$ cat src/rtl/ldtu_decoder.sv
// ldtu_decoder: unpacks LiTe-DTU 32-bit encoded words into a one-sample-per-cycle 13-bit stream.
// Define LDTU_DEC_PARITY_CHECK_EN to check the parity bits of fallback words.
module ldtu_decoder #(
  parameter int FIFO_DEPTH = 4
) (
  input  logic        CLK_,
  input  logic        reset_,
  input  logic        fallback_,
  input  logic [31:0] DATA_32,
  input  logic        Load,
  output logic [12:0] Sample,
  output logic        Sample_valid,
  output logic        Sample_bas,
  output logic        Orbit_flag,
  output logic        Parity_err,
  output logic        Format_err,
  output logic        Overflow
);

  localparam int AW = $clog2(FIFO_DEPTH);
  localparam logic [12:0] SYNC_PAT  = 13'b0101010101010;
  localparam logic [12:0] ORBIT_PAT = 13'b1111000001111;

  typedef enum logic [1:0] {IDLE, DECODE, EMIT} state_t;
  typedef enum logic [2:0] {K_ERR, K_BAS, K_SIG, K_ORB, K_FB} kind_t;

  logic [32:0] fifo_mem [FIFO_DEPTH];
  logic [AW:0] wr_ptr, rd_ptr;
  logic        full, empty, push, pop, last_out;

  state_t      state;
  kind_t       kind, cls_kind, cur_kind;
  logic [31:0] word;
  logic        word_fb;
  logic [2:0]  n_cnt, idx, cls_n, cur_idx;
  logic [12:0] cur_sample;
  logic        parity_bad;

  assign empty    = (wr_ptr == rd_ptr);
  assign full     = (wr_ptr[AW] != rd_ptr[AW]) && (wr_ptr[AW-1:0] == rd_ptr[AW-1:0]);
  // The edge that registers a word's final sample (or its error pulse) also fetches the next word.
  assign last_out = (state == DECODE && cls_n <= 3'd1) ||
                    (state == EMIT && idx == n_cnt - 3'd1);
  assign pop      = !empty && (state == IDLE || last_out);
  assign push     = Load && (!full || pop);

  always_ff @(posedge CLK_) begin
    if (!reset_) begin
      wr_ptr   <= '0;
      rd_ptr   <= '0;
      Overflow <= 1'b0;
    end else begin
      if (push) begin
        fifo_mem[wr_ptr[AW-1:0]] <= {fallback_, DATA_32};
        wr_ptr <= wr_ptr + (AW+1)'(1);
      end
      if (pop) rd_ptr <= rd_ptr + (AW+1)'(1);
      Overflow <= Load && full && !pop;
    end
  end

  always_comb begin
    cls_kind = K_ERR;
    cls_n    = 3'd0;
    if (word_fb) begin
      if (word[31:28] == 4'hF) begin
        cls_kind = K_FB;
        cls_n    = 3'd2;
      end
    end else begin
      case (word[31:30])
        2'b01: begin
          cls_kind = K_BAS;
          cls_n    = 3'd5;
        end
        2'b10: begin
          if (word[29:24] >= 6'd1 && word[29:24] <= 6'd4) begin
            cls_kind = K_BAS;
            cls_n    = word[26:24];
          end
        end
        2'b00: begin
          if (word[29:26] == 4'b1010) begin
            cls_kind = K_SIG;
            cls_n    = 3'd2;
          end else if (word[29:26] == 4'b1011 && word[25:13] == SYNC_PAT) begin
            cls_kind = K_SIG;
            cls_n    = 3'd1;
          end else if (word[29:26] == 4'b1011 && word[25:13] == ORBIT_PAT) begin
            cls_kind = K_ORB;
            cls_n    = 3'd1;
          end
        end
        default: ;
      endcase
    end
  end

  // DECODE already emits sample 0, so the first sample leaves three cycles after Load.
  always_comb begin
    cur_idx    = (state == DECODE) ? 3'd0 : idx;
    cur_kind   = (state == DECODE) ? cls_kind : kind;
    cur_sample = '0;
    if (cur_kind == K_BAS) begin
      case (cur_idx)
        3'd0:    cur_sample = {7'd0, word[5:0]};
        3'd1:    cur_sample = {7'd0, word[11:6]};
        3'd2:    cur_sample = {7'd0, word[17:12]};
        3'd3:    cur_sample = {7'd0, word[23:18]};
        default: cur_sample = {7'd0, word[29:24]};
      endcase
    end else begin
      cur_sample = cur_idx[0] ? word[25:13] : word[12:0];
    end
  end

`ifdef LDTU_DEC_PARITY_CHECK_EN
  assign parity_bad = (cur_kind == K_FB) &&
                      (cur_idx[0] ? (word[27] != ~^word[25:13]) : (word[26] != ~^word[12:0]));
`else
  assign parity_bad = 1'b0;
`endif

  always_ff @(posedge CLK_) begin
    if (!reset_) begin
      state        <= IDLE;
      kind         <= K_ERR;
      word         <= '0;
      word_fb      <= 1'b0;
      n_cnt        <= '0;
      idx          <= '0;
      Sample       <= '0;
      Sample_valid <= 1'b0;
      Sample_bas   <= 1'b0;
      Orbit_flag   <= 1'b0;
      Parity_err   <= 1'b0;
      Format_err   <= 1'b0;
    end else begin
      Sample       <= '0;
      Sample_valid <= 1'b0;
      Sample_bas   <= 1'b0;
      Orbit_flag   <= 1'b0;
      Parity_err   <= 1'b0;
      Format_err   <= 1'b0;
      if (pop) begin
        word    <= fifo_mem[rd_ptr[AW-1:0]][31:0];
        word_fb <= fifo_mem[rd_ptr[AW-1:0]][32];
      end
      if ((state == DECODE && cls_kind != K_ERR) || state == EMIT) begin
        Sample       <= cur_sample;
        Sample_valid <= 1'b1;
        Sample_bas   <= (cur_kind == K_BAS);
        Orbit_flag   <= (cur_kind == K_ORB);
        Parity_err   <= parity_bad;
      end
      case (state)
        IDLE: if (pop) state <= DECODE;
        DECODE: begin
          kind       <= cls_kind;
          n_cnt      <= cls_n;
          idx        <= 3'd1;
          Format_err <= (cls_kind == K_ERR);
          if (cls_n > 3'd1) state <= EMIT;
          else              state <= pop ? DECODE : IDLE;
        end
        EMIT: begin
          idx <= idx + 3'd1;
          if (last_out) state <= pop ? DECODE : IDLE;
        end
        default: state <= IDLE;
      endcase
    end
  end

endmodule

$ cat config.mk
export PLATFORM = sky130hd
export DESIGN_NAME = ldtu_decoder
export DESIGN_NICKNAME = d
export VERILOG_FILES = /design/src/rtl/ldtu_decoder.sv
export SDC_FILE = /design/constraint.sdc
export NUM_CORES = 1
export LEC_CHECK = 0
export BUFFER_PORTS_ARGS = -buffer_cell sky130_fd_sc_hd__buf_2
export CORE_UTILIZATION = 50
export DETAILED_ROUTE_END_ITERATION = 6
export PLACE_DENSITY = 0.75
export SYNTH_ARGS = -nofsm -noshare
export SYNTH_HDL_FRONTEND = slang
export SYNTH_SLANG_ARGS = --single-unit
export TNS_END_PERCENT = 50
$ cat constraint.sdc
create_clock -name CLK_ -period 13.15 [get_ports CLK_]
set_input_delay 0.6575 -clock CLK_ [delete_from_list [all_inputs] [get_ports CLK_]]
set_output_delay 0.6575 -clock CLK_ [all_outputs]
set_load 0.01 [all_outputs]
==> results of run 1 <==
[cell families (layout without fill, tap and decap cells)]
family	count (synthesis)	in the layout	share of synthesized area, %
AOI/OAI and AO/OA	140	140	11.1
xor gates and xnor gates	7	7	0.729
adders and majority gates	11	11	1.64
buffers and inverters	56	107	3.05
DFF	200	200	63.3
muxes	49	49	10.8
other	1	1	0.0446
and+or+nand+nor	128	128	9.31
[routing by layer]
| metal | part of all wire [%] | GRT usage (%) | routed length, um | vias to the layer above |
|---|---|---|---|---|
| met4 | 2.1 | 8.98 | 357 | 0 |
| met2 | 49 | 32.9 | 8300 | 172 |
| met5 | 0 | 0 | 0 | - |
| met3 | 5.6 | 4.01 | 950 | 34 |
| met1 | 43 | 27.1 | 7300 | 2483 |
| li1 | - | - | - | 2348 |
[stage by stage]
stage / util [%] / area, um^2 / hold slack (ns)
after floorplan: - / 8410 / 0.458
after CTS: 57.0 / 9410 / 0.425
after global placement: 53.4 / 8820 / 0.474
final: 57.0 / 9410 / 0.436
after global routing: 57.0 / 9410 / 0.437
after detailed placement: 53.4 / 8820 / 0.498
[synthesized netlist by cell type, types with 9 or more instances]
master / count / area, um^2
edfxtp_1: 132 / 3960
dfxtp_1: 68 / 1360
a21oi_1: 47 / 235
nand3_1: 41 / 205
o21ai_0: 37 / 185
mux4_2: 33 / 743
clkbuf_1: 17 / 63.8
nor2_1: 16 / 60.1
nor2b_1: 15 / 93.8
inv_1: 14 / 52.6
buf_2: 13 / 65.1
ha_1: 11 / 138
mux2i_1: 11 / 110
nand2_1: 9 / 33.8
nor3_1: 9 / 45.0
o21ai_1: 9 / 45.0
[final timing paths]
kind / end / cells past startpoint / slack (ns)
setup / recovery: word[9]$_SDFFE_PN0N_ / 6 / 9.93
hold / removal: fifo_mem[0][6]$_DFFE_PP_ / 1 / 0.44
setup reg to reg: word[9]$_SDFFE_PN0N_ / 6 / 9.93
hold reg to reg: word[8]$_SDFFE_PN0N_ / 2 / 0.51
[layout make-up]
class / instances / area, um^2
fillers: 1258 / 7110
flip-flops and latches: 200 / 5330
multi-input cells: 336 / 2840
clock buffers: 18 / 429
repair buffers: 60 / 318
well taps: 220 / 275
clock inverters: 14 / 169
inverters: 15 / 56.3
[registers in the layout (all words and copies together) (netlist names)]
| name | count |
|---|---|
| fifo_mem | 132 |
| word_fb | 1 |
| Format_err | 1 |
| state | 2 |
| Sample_valid | 1 |
| Orbit_flag | 1 |
| Sample | 13 |
| word | 32 |
| Overflow | 1 |
| Sample_bas | 1 |
| wr_ptr | 3 |
| kind | 3 |
| n_cnt | 3 |
| rd_ptr | 3 |
| idx | 3 |
[critical path, cell delays in order, from the launching register on]
cell,delay [ns]
dfxtp_1,0.39
ha_1,0.75
inv_1,0.17
a31oi_2,0.41
a211o_1,0.94
nand3_1,0.22
a21oi_1,0.23
[where the power goes]
part	switching, uW	total, uW	internal, uW
clock network	228	529	301
logic	271	463	192
registers	86.0	819	733
==> impl_metrics.toml, run 1 <==
[run_status]
status = "completed"

[finish]
drive_gt1_share_pct = 24.1
finalNetCount = 677
layout_common_cells = "edfxtp_1 (132), dfxtp_1 (67), buf_2 (53)"
layoutNonFillerInstCount = 863
diodes = 0
syn_to_final_growth_pct = 11.9
final_common_cell = "edfxtp_1"

[worst_hold_path]
hp-start = "DATA_32[6]"
hold_path_class = "in2reg"

[clock_tree]
cts-root-buf = "clkbuf_16"
cts_setup_buffers = 0
cts_sinks = 200
cts.path.max_buffers = 2
clk_latency_ns = 0.43
htree_levels = 4
clk_pin_slew_worst_paths_ns = 0.07
numCtsBuffers = 17
cts_resized = 0
cts_tree = "built"
hold_buffers = 0

[timing]
slew_headroom_pct = 13.8
finalHoldViolCount = 0
rsz0062_at_grt = "no"
clock_skew_ns = 0.0108
final.period_utilization_pct = 24.5
finalSetupViolCount = 0
finalWorstSetupSlack_ns = 9.93
tightestPinTransition_ns = 1.29
clock.fmax_ghz = 0.310
setup_tns_ns = 0
fin_crit_ns = 3.22
final-max-slew-violation-count = 0

[placed_design]
hpwl_um = 10700
portBuffers = 53
place.gp.congestion = 0.838
placedCellCount = 831
dp_slack_ns = 10.05

[critical_path]
startpoint_type = "flop"
crit_type = "reg2reg"
crit_required_ns = 13.50
end_kind = "flop"
crit_fanout = 35
cp-startpoint = "state[0]$_SDFFE_PN0P_"
cp.arrival_ns = 3.57
r2r-start = "state[0]$_SDFFE_PN0P_"

[route]
wl_um = 16900
postRouteAntennaNets = 0
firstDrtPassIters = 5
viasPerCell = 5.84
remaining_drc_errors = 0
wl_per_cell_um = 19.6
vias = 5037
drt_iter0_drc = 537

[pwr]
finalPower_uw = 1810
leakagePower_uw = 0.00316
ir_worst_vdd_mv = 0.115
power_density_nw_per_um2 = 192

[logic_synthesis]
syn_nets = 639
syn_area_per_cell_um2 = 14.2
synthArstFlopShare_pct = 0
ys_types = 66
synth_cells = 592
ys_ff_latch = 200
synth_ff_type = "edfxtp_1"
synth_seq_area_share_pct = 63.3
ys_warn_count = 0
synth_edf_count = 132
syn_area_um2 = 8410

[global_routing]
grt_max_degree = 47
overflow = 0
antenna_found_initial = 0
grt_pass1_vias = 5038
grt_usage_pct = 20.4
grt_pass1_wl_um = 27000

[floorplanning]
die-area_um2 = 17300
die_h_um = 132
rows = 47
coreArea_um2 = 16500
start_util_pct = 50.9
pin_count = 55
die_w_um = 132

[flow_run]
maxCapViolCount = 0
No activity file was read; power rests on OpenSTA's default activity.
==> run 2: changes to the inputs <==
Settings changed: ABC_AREA from default to 1.
Clock period 13.15 ns to 3.1 ns, I/O delays scaled along.
==> run 2 against run 1 <==
Effect of this change:
- clock skew about the same
- sequential share of layout area down 1.3 points
- register-to-register slack worse by 9.4 ns
- sequential power rose to 4.1 times the previous value
- combinational power rose to 4.9 times the previous value
- cell count up 26%
- largest power group unchanged
- clock power rose to 4.2 times the previous value
- total power rose to 4.3 times the previous value
- highest routed layer unchanged
- non-clock buffer count up 37
- global-route usage up 0.74 points
==> impl_metrics.toml, run 2 <==
[global_routing]
grt_usage_pct = 21.2
grt_pass1_wl_um = 26800
overflow = 0
antenna_found_initial = 0
grt_max_degree = 69
grt_pass1_vias = 5241

[logic_synthesis]
synth_ff_type = "edfxtp_1"
synth_fa_ha_area_share_pct = 1.68
synth_compound_area_share_pct = 13.0
synthXorXnorAreaFrac_pct = 0.640
synthArstFlopShare_pct = 0
synthTopCellsByArea = "edfxtp_1 (48%), dfxtp_1 (17%), nand2_1 (7.7%)"
yosys.area.top_type = "edfxtp_1"
ys_ff_latch = 200
synth_seq_area_share_pct = 64.8
yosysTopAreaCellShare_pct = 48.3
ys_warn_count = 0
synth_top_family_by_area = "simple AND/OR/NAND/NOR gates"
synth_edf_count = 132
synth_cells = 779
ys_top_cells_by_count = "nand2_1 (169), edfxtp_1 (132), a21oi_1 (68), dfxtp_1 (68), nor2_1 (59)"
syn_area_um2 = 8210
syn_nets = 826
yosysMostFrequentCell = "nand2_1"
ys_types = 37
syn_area_per_cell_um2 = 10.5
synthMuxAreaShare_pct = 0
synth-simple-area-share_pct = 14.8

[worst_hold_path]
hp-start = "reset_"
min_to = "Overflow$_SDFF_PN0_"
holdPathStages = 3
hold_path_class = "in2reg"

[pwr]
leakagePower_uw = 0.00365
pwr-share-seq_pct = 42.4
ir_worst_vdd_mv = 0.563
p_clk_share_pct = 28.5
pwr-share-comb_pct = 29.1
power_density_nw_per_um2 = 816
internal-power_uw = 5060
netSwitchingFraction_pct = 35.7
finalPower_uw = 7860
p_switching_uw = 2810

[finish]
utilization_pct = 60.4
diodes = 0
final_common_cell = "nand2_1"
fillers = 1260
layout_common_cells = "nand2_1 (169), edfxtp_1 (132), a21oi_1 (68)"
largest_reg_flops = 132
syn_to_final_growth_pct = 17.3
layoutNonFillerInstCount = 1084
drive_gt1_share_pct = 14.2
finalNetCount = 902

[clock_tree]
cts_setup_buffers = 0
cts.path.max_buffers = 2
clk_pin_slew_worst_paths_ns = 0.07
numCtsBuffers = 17
cts_tree = "built"
htree_levels = 4
clk_latency_ns = 0.44
cts-root-buf = "clkbuf_16"
cts_sinks = 200

[floorplanning]
pin_count = 55
die_w_um = 130
coreArea_um2 = 15900
die_h_um = 130
rows = 46
start_util_pct = 51.5
die-area_um2 = 16900

[route]
firstDrtPassIters = 6
remaining_drc_errors = 0
postRouteAntennaNets = 0
vias = 5722
drt_iter0_drc = 533
wl_per_cell_um = 15.3
viasPerCell = 5.28
wl_um = 16600

[critical_path]
end_kind = "flop"
crit_type = "reg2reg"
startpoint_type = "flop"
reg2regPathDepth = 11
r2r-start = "state[1]$_SDFFE_PN0P_"
crit_required_ns = 3.22
cp.arrival_ns = 2.70
r2r_setup_slack_ns = 0.52
crit_fanout = 33
r2r-end = "fifo_mem[0][29]$_DFFE_PP_"

[flow_run]
maxCapViolCount = 0

[timing]
final.period_utilization_pct = 83.1
setup_tns_ns = 0
final-max-slew-violation-count = 0
tightestPinTransition_ns = 0.705
slew_headroom_pct = 53.0
hold_ws_ns = 0.113
clock.fmax_ghz = 0.388
fin_crit_ns = 2.58
clock_skew_ns = 0.0112
rsz0062_at_grt = "no"
finalHoldViolCount = 0
finalSetupViolCount = 0

[placed_design]
portBuffers = 53
hpwl_um = 10400
place.gp.congestion = 0.955
placedCellCount = 1018

[run_status]
status = "completed"
-- run 2: how the worst max path moves through the flow --
stage | start | to | slack, ns
floorplan | state[1]$_SDFFE_PN0P_ | fifo_mem[0][0]$_DFFE_PP_ | -0.21
global placement | state[1]$_SDFFE_PN0P_ | fifo_mem[2][6]$_DFFE_PP_ | 0.64
detailed placement | state[1]$_SDFFE_PN0P_ | fifo_mem[0][30]$_DFFE_PP_ | 0.54
CTS | state[1]$_SDFFE_PN0P_ | fifo_mem[0][31]$_DFFE_PP_ | 0.53
global route | state[1]$_SDFFE_PN0P_ | fifo_mem[0][13]$_DFFE_PP_ | 0.33
finish | state[1]$_SDFFE_PN0P_ | fifo_mem[0][29]$_DFFE_PP_ | 0.52
-- run 2: per-stage QoR --
step | setup WS [ns] | cell area, um^2
floorplan | -0.213 | 8210
global placement | 0.635 | 8680
detailed placement | 0.543 | 8680
CTS | 0.528 | 9630
global route | 0.332 | 9630
finish | 0.525 | 9630
-- run 2: repair_timing --
item                      in CTS  in global routing
hold buffers                  34                  0
resized for setup              0                  0
hold endpoints to repair     133                  0
-- run 2: layer usage --
metal | GRT usage, % | vias up | wire, um
met5 | 0 | - | 0
met4 | 6.16 | 0 | 171
met3 | 4.51 | 15 | 876
met2 | 34.5 | 164 | 7840
met1 | 28.5 | 2661 | 7720
li1 | - | 2882 | -
-- run 2: power by group through the flow --
stage / registers [uW] / clock network [uW] / logic (uW)
floorplan: 3330 / 0 / 1800
global placement: 3380 / 0 / 2170
detailed placement: 3390 / 0 / 2220
CTS: 3330 / 2270 / 2270
global route: 3370 / 2380 / 2590
finish: 3330 / 2240 / 2290
-- run 2: area by class of cell --
type                    instances  area, um^2  share of cell area [%]
multi-input cells             484        2490                    25.8
inverters                      55         206                    2.14
flip-flops and latches        200        5330                    55.3
well taps                     216         270                    2.81
clock buffers                  17         425                    4.42
repair buffers                 97         731                    7.59
clock inverters                15         185                    1.92
-- run 2: critical path, cell delays in order, from the launching register on --
cell and delay (ns):
dfxtp_1 0.34, inv_1 0.09, ha_1 0.34, inv_1 0.18, nor2_1 0.24, nand3_2 0.15
nand4_1 0.14, nand2_1 0.11, inv_1 0.10, nand2_1 0.14, nor2_2 0.18, buf_12 0.23
-- run 2: kinds of logic (layout without fill, tap and decap cells) --
kind of cell             count (synthesis)  in the layout
AO/OA/AOI/OAI                          181            181
buffers and inverters                   95            184
AND/OR/NAND/NOR                        285            285
XOR/XNOR                                 6              6
adder cells (fa/ha/maj)                 11             11
other                                    1              1
flip-flops                             200            200
==> run 3: changes to the inputs <==
Clock period 3.1 ns to 2.6 ns, I/O delays scaled along.
==> run 3 against run 2 <==
Effect of this change:
- maximum frequency is 5.5% higher
- clock skew shrank 0.0033 ns
- sequential power rose by 19%
- non-clock buffer count is 8 higher
- clock power up 13%
- first-iteration DRC count is 5.1% lower
- die area unchanged
- critical endpoint is now fifo_mem[1][0]$_DFFE_PP_
- largest cell class unchanged
==> impl_metrics.toml, run 3 (synthesis results as in run 2) <==
[run_status]
status = "completed"

[clock_tree]
cts-root-buf = "clkbuf_16"
cts_sinks = 200
clk_latency_ns = 0.44
htree_levels = 4
cts_tree = "built"
cts.path.max_buffers = 2
clk_pin_slew_worst_paths_ns = 0.07
numCtsBuffers = 17

[finish]
register_area_um2 = 5330
fillers = 1310
drive_gt1_share_pct = 15.0
syn_to_final_growth_pct = 18.3
multi_input_area_um2 = 2500
layout_common_cells = "nand2_1 (168), edfxtp_1 (132), a21oi_1 (68)"
largest_reg_flops = 132
final_area_um2 = 9710
finalNetCount = 910
final_common_cell = "nand2_1"
diodes = 0

[timing]
final-max-slew-violation-count = 0
finalHoldViolCount = 0
setup_tns_ns = 0
clock.fmax_ghz = 0.410
final.period_utilization_pct = 93.9
clock_skew_ns = 0.00792
rsz0062_at_grt = "no"
tightestPinTransition_ns = 0.691
slew_headroom_pct = 53.9
fin_crit_ns = 2.44
finalSetupViolCount = 0

[global_routing]
antenna_found_initial = 0
grt_max_degree = 69
grt_pass1_vias = 5326
overflow = 0
grt_pass1_wl_um = 26900
grt_usage_pct = 21.3

[floorplanning]
die_w_um = 130
die_h_um = 130
start_util_pct = 51.5
coreArea_um2 = 15900
die-area_um2 = 16900
pin_count = 55
rows = 46

[pwr]
ir_worst_vdd_mv = 0.578
power_density_nw_per_um2 = 962
leakagePower_uw = 0.00370

[critical_path]
cp.arrival_ns = 2.56
crit_slowest_cell = "dfxtp_1"
crit_fanout = 33
crit_required_ns = 2.72
cp_cell_sequence = "inv_1 > ha_1 > nand2_1 > o21ai_0 > a211oi_1 > nand3_1 > nand4_1 > nand2_1 > inv_1 > nand2_2 > nor2_2 > buf_12"
end_kind = "flop"
crit_type = "reg2reg"
crit_path_max_incr_delay_ns = 0.31
r2r_setup_slack_ns = 0.16
startpoint_type = "flop"

[placed_design]
portBuffers = 53
dpl_cell_area_um2 = 8740
place.gp.congestion = 0.918
hpwl_um = 10600

[route]
remaining_drc_errors = 0
wl_per_cell_um = 15.4
postRouteAntennaNets = 0
vias = 5796
drt_iter0_drc = 506
wl_um = 16800
viasPerCell = 5.31
firstDrtPassIters = 5

[flow_run]
maxCapViolCount = 0

[worst_hold_path]
hold_path_class = "in2reg"
==> run 3: worst paths after layout <==
| kind | from | endpoint | cells past startpoint |
|---|---|---|---|
| min | reset_ | idx[0]$_SDFFE_PN0P_ | 3 |
| max | n_cnt[0]$_SDFFE_PN0P_ | fifo_mem[1][0]$_DFFE_PP_ | 12 |
| min reg2reg | word[10]$_SDFFE_PN0N_ | word[10]$_SDFFE_PN0N_ | 2 |
| max reg2reg | n_cnt[0]$_SDFFE_PN0P_ | fifo_mem[1][0]$_DFFE_PP_ | 12 |
==> run 3: final cells by class <==
cell class	instances	share of cell area (%)
multi-input cells	484	25.7
clock buffers	20	4.70
inverters	55	2.13
flip-flops and latches	200	54.9
repair buffers	105	8.63
clock inverters	12	1.16
well taps	216	2.78
==> run 3: routing by layer <==
| metal | vias to the layer above | track usage, % | wire, um |
|---|---|---|---|
| li1 | 2912 | - | - |
| met2 | 167 | 34.7 | 7930 |
| met3 | 18 | 4.39 | 883 |
| met4 | 0 | 7.66 | 224 |
| met5 | - | 0 | 0 |
| met1 | 2699 | 28.3 | 7740 |
==> run 3: power by group <==
part	internal (uW)	switching, uW
sequential	3730	240
combinational	925	1910
clock	1390	1140
total	6040	3300
==> run 3: metrics by stage <==
| stage | utilization [%] | total power, uW | instances | hold slack [ns] | worst slack [ns] |
|---|---|---|---|---|---|
| after global routing | 60.9 | 9910 | 1092 | 0.0607 | 0.00530 |
| after floorplan | - | 6120 | 779 | 0.229 | -0.213 |
| final | 60.9 | 9340 | 1092 | 0.0267 | 0.160 |
| after CTS | 60.5 | 9350 | 1090 | 0.00713 | 0.125 |
| after global placement | 54.8 | 6750 | 1024 | 0.346 | 0.232 |
| after detailed placement | 54.8 | 6790 | 1024 | 0.352 | 0.145 |
==> run 3: worst max-delay path: cells and delay by family (launching register included) <==
family	cells	cell delay, ns
AO/OA/AOI/OAI	2	0.24
adder cells (fa/ha/maj)	1	0.30
buffers and inverters	3	0.42
flip-flops	1	0.31
AND/OR/NAND/NOR	6	0.82
==> run 3: repair_timing <==
item / CTS / global route
gates resized for setup: 0 / 3
hold buffers: 34 / 0
setup endpoints to repair: 0 / 131
buffers inserted: 0 / 0
endpoints found under the hold margin: 134 / 0
